<file path="src/rtl/wb_arb_pkg.sv">
// Shared types and constants for the two-master Wishbone arbiter.
package wb_arb_pkg;

    typedef enum logic [1:0] {
        StIdle   = 2'd0,
        StGrant0 = 2'd1,
        StGrant1 = 2'd2
    } arb_state_t;

    localparam logic [2:0] CtiClassic = 3'b000;
    localparam logic [2:0] CtiIncr    = 3'b010;
    localparam logic [2:0] CtiEnd     = 3'b111;

endpackage

</file>
<file path="src/rtl/wb_arb_timeout.sv">
// Stall watchdog: counts enabled cycles, flags expiry for one cycle and restarts.
module wb_arb_timeout #(
    parameter int unsigned TIMEOUT_CYCLES = 255
) (
    input  logic clk,
    input  logic rst,
    input  logic enable,
    input  logic clear,
    output logic expired
);

    localparam int unsigned CntW = (TIMEOUT_CYCLES > 0) ? $clog2(TIMEOUT_CYCLES + 1) : 1;
    localparam logic [CntW-1:0] Limit = CntW'(TIMEOUT_CYCLES);

    logic [CntW-1:0] count_q, count_d;

    assign expired = (TIMEOUT_CYCLES != 0) && (count_q == Limit);

    always_comb begin
        count_d = count_q;
        // A zero limit disables the watchdog, so the counter is held at zero.
        if (TIMEOUT_CYCLES == 0 || clear || expired) begin
            count_d = '0;
        end else if (enable) begin
            count_d = count_q + CntW'(1);
        end
    end

    always_ff @(posedge clk or posedge rst) begin
        if (rst) begin
            count_q <= '0;
        end else begin
            count_q <= count_d;
        end
    end

endmodule

</file>
<file path="src/rtl/wb_arbiter2.sv">
// Two-master Wishbone arbiter (m0 = data, m1 = instruction) onto one slave.
// Define WB_ARB_ROUND_ROBIN_EN for round-robin tie-break; default is fixed m0 priority.
module wb_arbiter2 #(
    parameter int unsigned TIMEOUT_CYCLES = 255
) (
    input  logic        clk,
    input  logic        rst,
    input  logic [31:0] m0_addr,
    input  logic [31:0] m0_dat_w,
    input  logic [3:0]  m0_sel,
    input  logic        m0_we,
    input  logic        m0_cyc,
    input  logic        m0_stb,
    input  logic [2:0]  m0_cti,
    input  logic [1:0]  m0_bte,
    output logic [31:0] m0_dat_r,
    output logic        m0_ack,
    output logic        m0_err,
    input  logic [31:0] m1_addr,
    input  logic [31:0] m1_dat_w,
    input  logic [3:0]  m1_sel,
    input  logic        m1_we,
    input  logic        m1_cyc,
    input  logic        m1_stb,
    input  logic [2:0]  m1_cti,
    input  logic [1:0]  m1_bte,
    output logic [31:0] m1_dat_r,
    output logic        m1_ack,
    output logic        m1_err,
    output logic [31:0] s_addr,
    output logic [31:0] s_dat_w,
    output logic [3:0]  s_sel,
    output logic        s_we,
    output logic        s_cyc,
    output logic        s_stb,
    output logic [2:0]  s_cti,
    output logic [1:0]  s_bte,
    input  logic [31:0] s_dat_r,
    input  logic        s_ack,
    input  logic        s_err
);

    import wb_arb_pkg::*;

    arb_state_t state_q, state_d;
    logic       gnt_stb;
    logic       tmo_expired;
    logic       tmo_err;

`ifdef WB_ARB_ROUND_ROBIN_EN
    logic last_q, last_d;
`endif

    always_comb begin
        state_d = state_q;
`ifdef WB_ARB_ROUND_ROBIN_EN
        last_d = last_q;
`endif
        unique case (state_q)
            StIdle: begin
                if (m0_cyc && m1_cyc) begin
`ifdef WB_ARB_ROUND_ROBIN_EN
                    state_d = last_q ? StGrant0 : StGrant1;
`else
                    state_d = StGrant0;
`endif
                end else if (m0_cyc) begin
                    state_d = StGrant0;
                end else if (m1_cyc) begin
                    state_d = StGrant1;
                end
`ifdef WB_ARB_ROUND_ROBIN_EN
                if (state_d == StGrant0) begin
                    last_d = 1'b0;
                end else if (state_d == StGrant1) begin
                    last_d = 1'b1;
                end
`endif
            end
            StGrant0: if (!m0_cyc) state_d = StIdle;
            StGrant1: if (!m1_cyc) state_d = StIdle;
            default:  state_d = StIdle;
        endcase
    end

    always_ff @(posedge clk or posedge rst) begin
        if (rst) begin
            state_q <= StIdle;
        end else begin
            state_q <= state_d;
        end
    end

`ifdef WB_ARB_ROUND_ROBIN_EN
    always_ff @(posedge clk or posedge rst) begin
        if (rst) begin
            last_q <= 1'b1;
        end else begin
            last_q <= last_d;
        end
    end
`endif

    // Strobe is only meaningful inside an active cycle of the owning master.
    assign gnt_stb = (state_q == StGrant0) ? (m0_cyc & m0_stb) :
                     (state_q == StGrant1) ? (m1_cyc & m1_stb) : 1'b0;

    wb_arb_timeout #(
        .TIMEOUT_CYCLES(TIMEOUT_CYCLES)
    ) u_timeout (
        .clk    (clk),
        .rst    (rst),
        .enable (gnt_stb & ~s_ack & ~s_err),
        .clear  (~gnt_stb | s_ack | s_err),
        .expired(tmo_expired)
    );

    // A real ack in the expiry cycle completes the transfer instead of erroring it.
    assign tmo_err = tmo_expired & gnt_stb & ~s_ack;

    assign m0_dat_r = s_dat_r;
    assign m1_dat_r = s_dat_r;

    always_comb begin
        s_addr  = '0;
        s_dat_w = '0;
        s_sel   = '0;
        s_we    = 1'b0;
        s_cyc   = 1'b0;
        s_stb   = 1'b0;
        s_cti   = '0;
        s_bte   = '0;
        m0_ack  = 1'b0;
        m0_err  = 1'b0;
        m1_ack  = 1'b0;
        m1_err  = 1'b0;
        unique case (state_q)
            StGrant0: begin
                s_addr  = m0_addr;
                s_dat_w = m0_dat_w;
                s_sel   = m0_sel;
                s_we    = m0_we;
                s_cyc   = m0_cyc;
                s_stb   = gnt_stb;
                s_cti   = m0_cti;
                s_bte   = m0_bte;
                m0_ack  = s_ack;
                m0_err  = s_err | tmo_err;
            end
            StGrant1: begin
                s_addr  = m1_addr;
                s_dat_w = m1_dat_w;
                s_sel   = m1_sel;
                s_we    = m1_we;
                s_cyc   = m1_cyc;
                s_stb   = gnt_stb;
                s_cti   = m1_cti;
                s_bte   = m1_bte;
                m1_ack  = s_ack;
                m1_err  = s_err | tmo_err;
            end
            default: ;
        endcase
    end

endmodule

</file>
<file path="config.mk">
export PLATFORM = sky130hd
export DESIGN_NAME = wb_arbiter2
export DESIGN_NICKNAME = d
export VERILOG_FILES = /design/src/rtl/wb_arb_pkg.sv /design/src/rtl/wb_arb_timeout.sv /design/src/rtl/wb_arbiter2.sv
export SDC_FILE = /design/constraint.sdc
export NUM_CORES = 1
export LEC_CHECK = 0
export CORE_AREA = 5 5 125 127
export DETAILED_ROUTE_END_ITERATION = 10
export DIE_AREA = 0 0 130 132
export PLACE_DENSITY = 0.56
export SETUP_SLACK_MARGIN = 0.2
export SYNTH_ARGS = -nofsm -noshare
export SYNTH_HDL_FRONTEND = slang
export SYNTH_SLANG_ARGS = --single-unit
</file>
<file path="constraint.sdc">
create_clock -name clk -period 2.3 [get_ports clk]
set_input_delay 0.345 -clock clk [delete_from_list [all_inputs] [get_ports clk]]
set_output_delay 0.345 -clock clk [all_outputs]
set_load 0.01 [all_outputs]
</file>
Yosys cells after proc, flatten, opt, wreduce, memory -nomap -nowiden
Index checks and enable logic that the tools add are counted.
- reductions and logical operators: 6
- muxes and demuxes: 22
- bitwise gates (word level): 12
- add/sub/neg operators: 1
- equality and inequality tests: 6
- operator list (cell ; number):
    $pmux 32 s2 ; 2
    $mux 8 ; 2
    $mux 2 ; 5
    $add 8x1->8 const B ; 1
    $eq 8x8->1 const B ; 1
    $pmux 4 s2 ; 1
    $mux 1 ; 7
    $and 1x1->1 ; 6
    $pmux 2 s3 ; 1
    $pmux 3 s2 ; 1
    $ne 2x2->1 const B ; 2
    $ne 4x4->1 const B ; 1
    $pmux 1 s2 ; 2
    $pmux 2 s2 ; 1
    $not 1->1 ; 3
    $or 1x1->1 ; 3
    $reduce_and 3->1 ; 1
    $eq 2x1->1 const B ; 1
    $eq 2x2->1 const B ; 1
    $logic_not 2->1 ; 1
    $reduce_bool 2->1 ; 1
    $reduce_or 2->1 ; 1
    $logic_and 1x1->1 ; 1
    $logic_or 1x1->1 ; 1
- logic and storage cells: 49
- register bits: 10

Longest topological paths before layout
- depth after elaboration: 8
- depth in mapped cells: 7

Modules after synthesis
From an unflattened synthesis, not the netlist that was laid out.
- cell total of the unflattened synthesis: 316
- area total of the unflattened synthesis: 2302.2 µm²
- modules (own cells, without submodules) (module ; instances ; cells an instance ; seq. area each (µm²) ; area an instance (µm²)):
    wb_arbiter2 ; 1 ; 269 ; 50.0 ; 1869.3
    wb_arb_timeout ; 1 ; 47 ; 200.2 ; 432.9

Worst setup path after synthesis
Ideal clock, no wire load.
- path kind: flip-flop to output port
- start: reg state_q[0]
- end: out m1_err
- stages on the path, launching flop included: 7
- setup slack: 0.446 ns
- data required time: 1.955 ns
- arrival time: 1.509 ns
- cell sequence: dfrtp_1 > inv_1 > ha_1 > buf_2 > buf_2 > clkbuf_1 > a21boi_0
- cells in the longest elaborated chain, start to end: 7
- elaborated cells between the ends (all ways): 8
- classes of those cells: eq/ne: 2; mux: 3; bitwise: 3
- ends and longest elaborated chain (what ; RTL line ; RTL):
    start, declared ; wb_arbiter2.sv:45 ; arb_state_t state_q, state_d;
    start signal, assigned ; wb_arbiter2.sv:88 ; state_q <= StIdle;
    start signal, assigned ; wb_arbiter2.sv:90 ; state_q <= state_d;
    $eq 2x2->1 ; wb_arbiter2.sv:106, wb_arbiter2.sv:137 ;
    $mux 1 ; wb_arbiter2.sv:106 ; (state_q == StGrant1) ? (m1_cyc & m1_stb) : 1'b0;
    $mux 1 ; wb_arbiter2.sv:105 ; assign gnt_stb = (state_q == StGrant0) ? (m0_cyc & m0_stb) :
    $and 1x1->1 (2 in a row) ; wb_arbiter2.sv:119 ; assign tmo_err = tmo_expired & gnt_stb & ~s_ack;
    $or 1x1->1 ; wb_arbiter2.sv:160 ; m1_err = s_err | tmo_err;
    $mux 1 * ; wb_arbiter2.sv:137 ; unique case (state_q)
    end, declared ; wb_arbiter2.sv:29 ; output logic m1_err,
Mark *: on every way between the ends. The rest lies on a longest branch, timed or not.

Worst setup path in the final report
- start: reg state_q[0]
- end: out s_sel[1]
- cells in the longest elaborated chain, start to end: 2
- elaborated cells between the ends (all ways): 3
- classes of those cells: eq/ne: 2; mux: 1
- ends and longest elaborated chain (what ; RTL line ; RTL):
    $eq 2x2->1 or $eq 2x1->1 (tied branches) ; wb_arbiter2.sv:137 ;
    $pmux 4 s2 * ; wb_arbiter2.sv:137 ;
    end, declared ; wb_arbiter2.sv:32 ; output logic [3:0] s_sel,
Marked as above.

==> key figures <==
Logic synthesis
  – Ys flop type: dfrtp_1
  – Post-synthesis cell type count: 35
  – Post-Synthesis Cells: between 300 and 400
  – Synth Register Bits: 10
  – Seq/Total Area, Yosys: 0.113
  – Post-synth top area share: 0.250
  – Ys Warns: 0
  – Number of flops mapped to enable cells by yosys: 0
  – Synth area leader: a22oi_1
  – Synth async-reset ratio: 1.00
  – Mapped Area: 2220 sq um
  – Syn Area/Cell: ~7.3 sq um
  – Syn nets: 495
  – Synth area leaders: a22oi_1, buf_4, nor2b_1, dfrtp_1, clkbuf_1

Floorplanning
  – DIE WIDTH: about 130 microns
  – Row cnt: 44
  – Core area: approximately 14,000 sq um
  – Die area: roughly 17,000 sq um
  – Die Span Y: 132 microns
  – Ports: 332
  – Initial Utilization: 0.155

Detailed routing
  – Via-to-Cell Ratio: ~4.4
  – Post-Route WL: between 10,000 and 15,000 microns
  – Post-DRT Antenna Nets: 0
  – DR vias: between 2,000 and 3,000
  – Residual DRC count: 0
  – First drt pass iteration count: 4
  – DRT iter0 DRCs: 90
  – Wire length per cell: roughly 17 microns

Layout
  – Final Util: 0.315
  – Layout Cells excl Fill: 650
  – Register area: ~250 sq um
  – Multi-input gate area: around 1500 sq um
  – Ratio of cells with drive above 1 in the final layout: 0.127
  – Design Area, Final: about 4500 sq um
  – Commonest non-fill, non-tap cells in the layout: clkdlybuf4s50_1, nor2b_1, a22oi_1, dlygate4sd2_1, a22oi_2
  – Nets: 660
  – ANT cells: 0
  – Fillers: approximately 1,500
  – Area Growth Syn to Fin: 103%
  – Commonest non-fill, non-tap cell in the layout: clkdlybuf4s50_1

Clocking
  – Number of buffers created by CTS: 3
  – CTS Hold Buffers Added: 0
  – CTS tree: yes
  – Root Driver: clkbuf_16
  – H-tree lvl count: 1
  – Clk buf depth: 2
  – CTS Sinks: 10
  – Worst-path clk slew: about 40 ps
  – Worst-Skew Late Latency: roughly 230 ps

Critical path
  – Setup Crit Path Kind: reg2out
  – Arrival time at the worst endpoint: between 1500 and 2000 ps
  – Crit-path max FO: 40
  – CP Launch Type: flop
  – Worst r2r src: state_q[0]
  – Reg2reg setup slack: around 610 ps
  – Reg2Reg Depth: 7
  – Req. time, crit path: roughly 2000 ps
  – Setup crit end kind: primary output
  – R2R Path End: u_timeout.count_q[5]

STA
  – Relative slew margins: 0.735
  – Final Max Slew Viols: 0
  – Fmax: between 400 and 500 MHz
  – Fin crit share: 0.905
  – Final min period: ~2100 ps
  – Worst Tran Pin Value: slightly below 400 ps
  – Final hold violations: 0
  – Hold Slack: just over 400 ps
  – RSZ-0062 raised after global routing: true
  – Setup-failing EPs final: 0
  – Worst Skew: 1.56 ps

Placed design
  – Post-DP HPWL: 8780 microns
  – Dpl cells: 642
  – IO Port Bufs: roughly 240
  – DP Area: ~4400 sq um
  – Final Wtd Congestion: approximately 0.72

Power
  – Sw frac: 0.430
  – Total power: approximately 3.8 mW
  – Clock power share: 0.078
  – Power per cell area: between 800 and 900 nW/um^2
  – Int Power: 2.17 mW
  – Peak supply drop: between 0.4 and 0.5 mV
  – Reg power frac: 0.056
  – Power share of the combinational group: 0.866
  – NetSw: about 1.6 mW
  – Leak pwr: approximately 1.8 nW

GRT
  – GR Overflow Total: 0
  – Pin count of the biggest net entering global routing: 41
  – Antenna violations before repair: 0
  – First-pass GRT wire length: 16,600 microns
  – Number of global-route vias before repair: between 3,000 and 4,000
  – Gr usage total: 0.119

Flow run
  – Max-cap viol count: 0

Worst hold path
  – Worst min-delay path class: in2async

Outcome
  – Run status: complete, no violations
-- Yosys cell counts, types with 2 or more instances --
cell	count
a21oi_1	2
a22oi_1	74
a32o_1	2
and2_1	3
and3_1	2
buf_1	5
buf_2	5
buf_4	64
clkbuf_1	16
dfrtp_1	10
ha_1	4
inv_1	9
nand2_1	3
nand3_1	2
nor2_1	2
nor2b_1	74
nor3_1	3
o21ai_0	4
or3_1	2
xor2_1	2
-- cell families (layout without fill, tap and decap cells) --
| family | Yosys count | count (layout) | synth area share |
|---|---|---|---|
| buffers and inverters | 99 | 262 | 0.278 |
| adders and majority gates | 4 | 4 | 0.0225 |
| and+or+nand+nor | 97 | 97 | 0.272 |
| AOI/OAI and AO/OA | 90 | 90 | 0.303 |
| DFF | 10 | 10 | 0.113 |
| xor gates and xnor gates | 3 | 3 | 0.0118 |
-- routing by layer --
metal | up-vias | global-route usage | wire (microns)
met2 | 200 | 0.221 | 5500
met4 | 0 | 0.0179 | 127
met3 | 13 | 0.0429 | 1390
li1 | 1338 | - | -
met5 | - | 0 | 0
met1 | 1296 | 0.131 | 4170
-- power by group through the flow --
| stage | logic [mW] | registers (mW) | clock network [mW] |
|---|---|---|---|
| floorplan | 1.74 | 0.207 | 0 |
| global placement | 3.24 | 0.210 | 0 |
| detailed placement | 3.27 | 0.211 | 0 |
| CTS | 3.33 | 0.215 | 0.301 |
| global route | 3.61 | 0.217 | 0.314 |
| finish | 3.30 | 0.215 | 0.297 |
-- worst max-delay path by stage --
stage | startpoint | end | slack (ps) | cells past startpoint
after global placement | m1_cyc | m1_err | -20 | 5
after global routing | state_q[0] | s_addr[9] | 110 | 6
after detailed placement | m1_cyc | m1_err | -30 | 5
after floorplan | state_q[0] | m1_err | 450 | 6
after CTS | state_q[1] | s_dat_w[24] | 200 | 7
final | state_q[0] | s_sel[1] | 220 | 6
-- worst max-delay path, stage by stage (launching register included) --
cell           delay, ps
dfrtp_2              440
inv_4                 90
ha_4                 190
buf_12               210
a22oi_1              120
nor2b_1              140
dlygate4sd2_1        290
-- sequential cells by signal, summed over array words and instances (netlist names) --
| register | cells |
|---|---|
| u_timeout.count_q | 8 |
| state_q | 2 |
-- layout make-up --
cell class	instances	share of cell area
timing repair buffer	250	0.545
multi-input combinational	194	0.324
sequential	10	0.0558
tap	184	0.0511
clock buffer	3	0.0167
inverter	9	0.00805
-- metrics by stage --
stage | setup slack (ps) | TNS (ps)
3_3_place_gp | -17.9 | -17.9
6_report | 218 | 0
2_1_floorplan | 446 | 0
3_5_place_dp | -27.0 | -27.0
5_1_grt | 109 | 0
4_1_cts | 201 | 0
-- repair_timing --
| action | CTS | global route |
|---|---|---|
| buffers inserted | 3 | 0 |
| pin swaps | 3 | 1 |
| gates cloned | 2 | 0 |
| gates resized for setup | 107 | 36 |
| setup endpoints to repair | 79 | 62 |
Power figures use the tool's default switching activity.
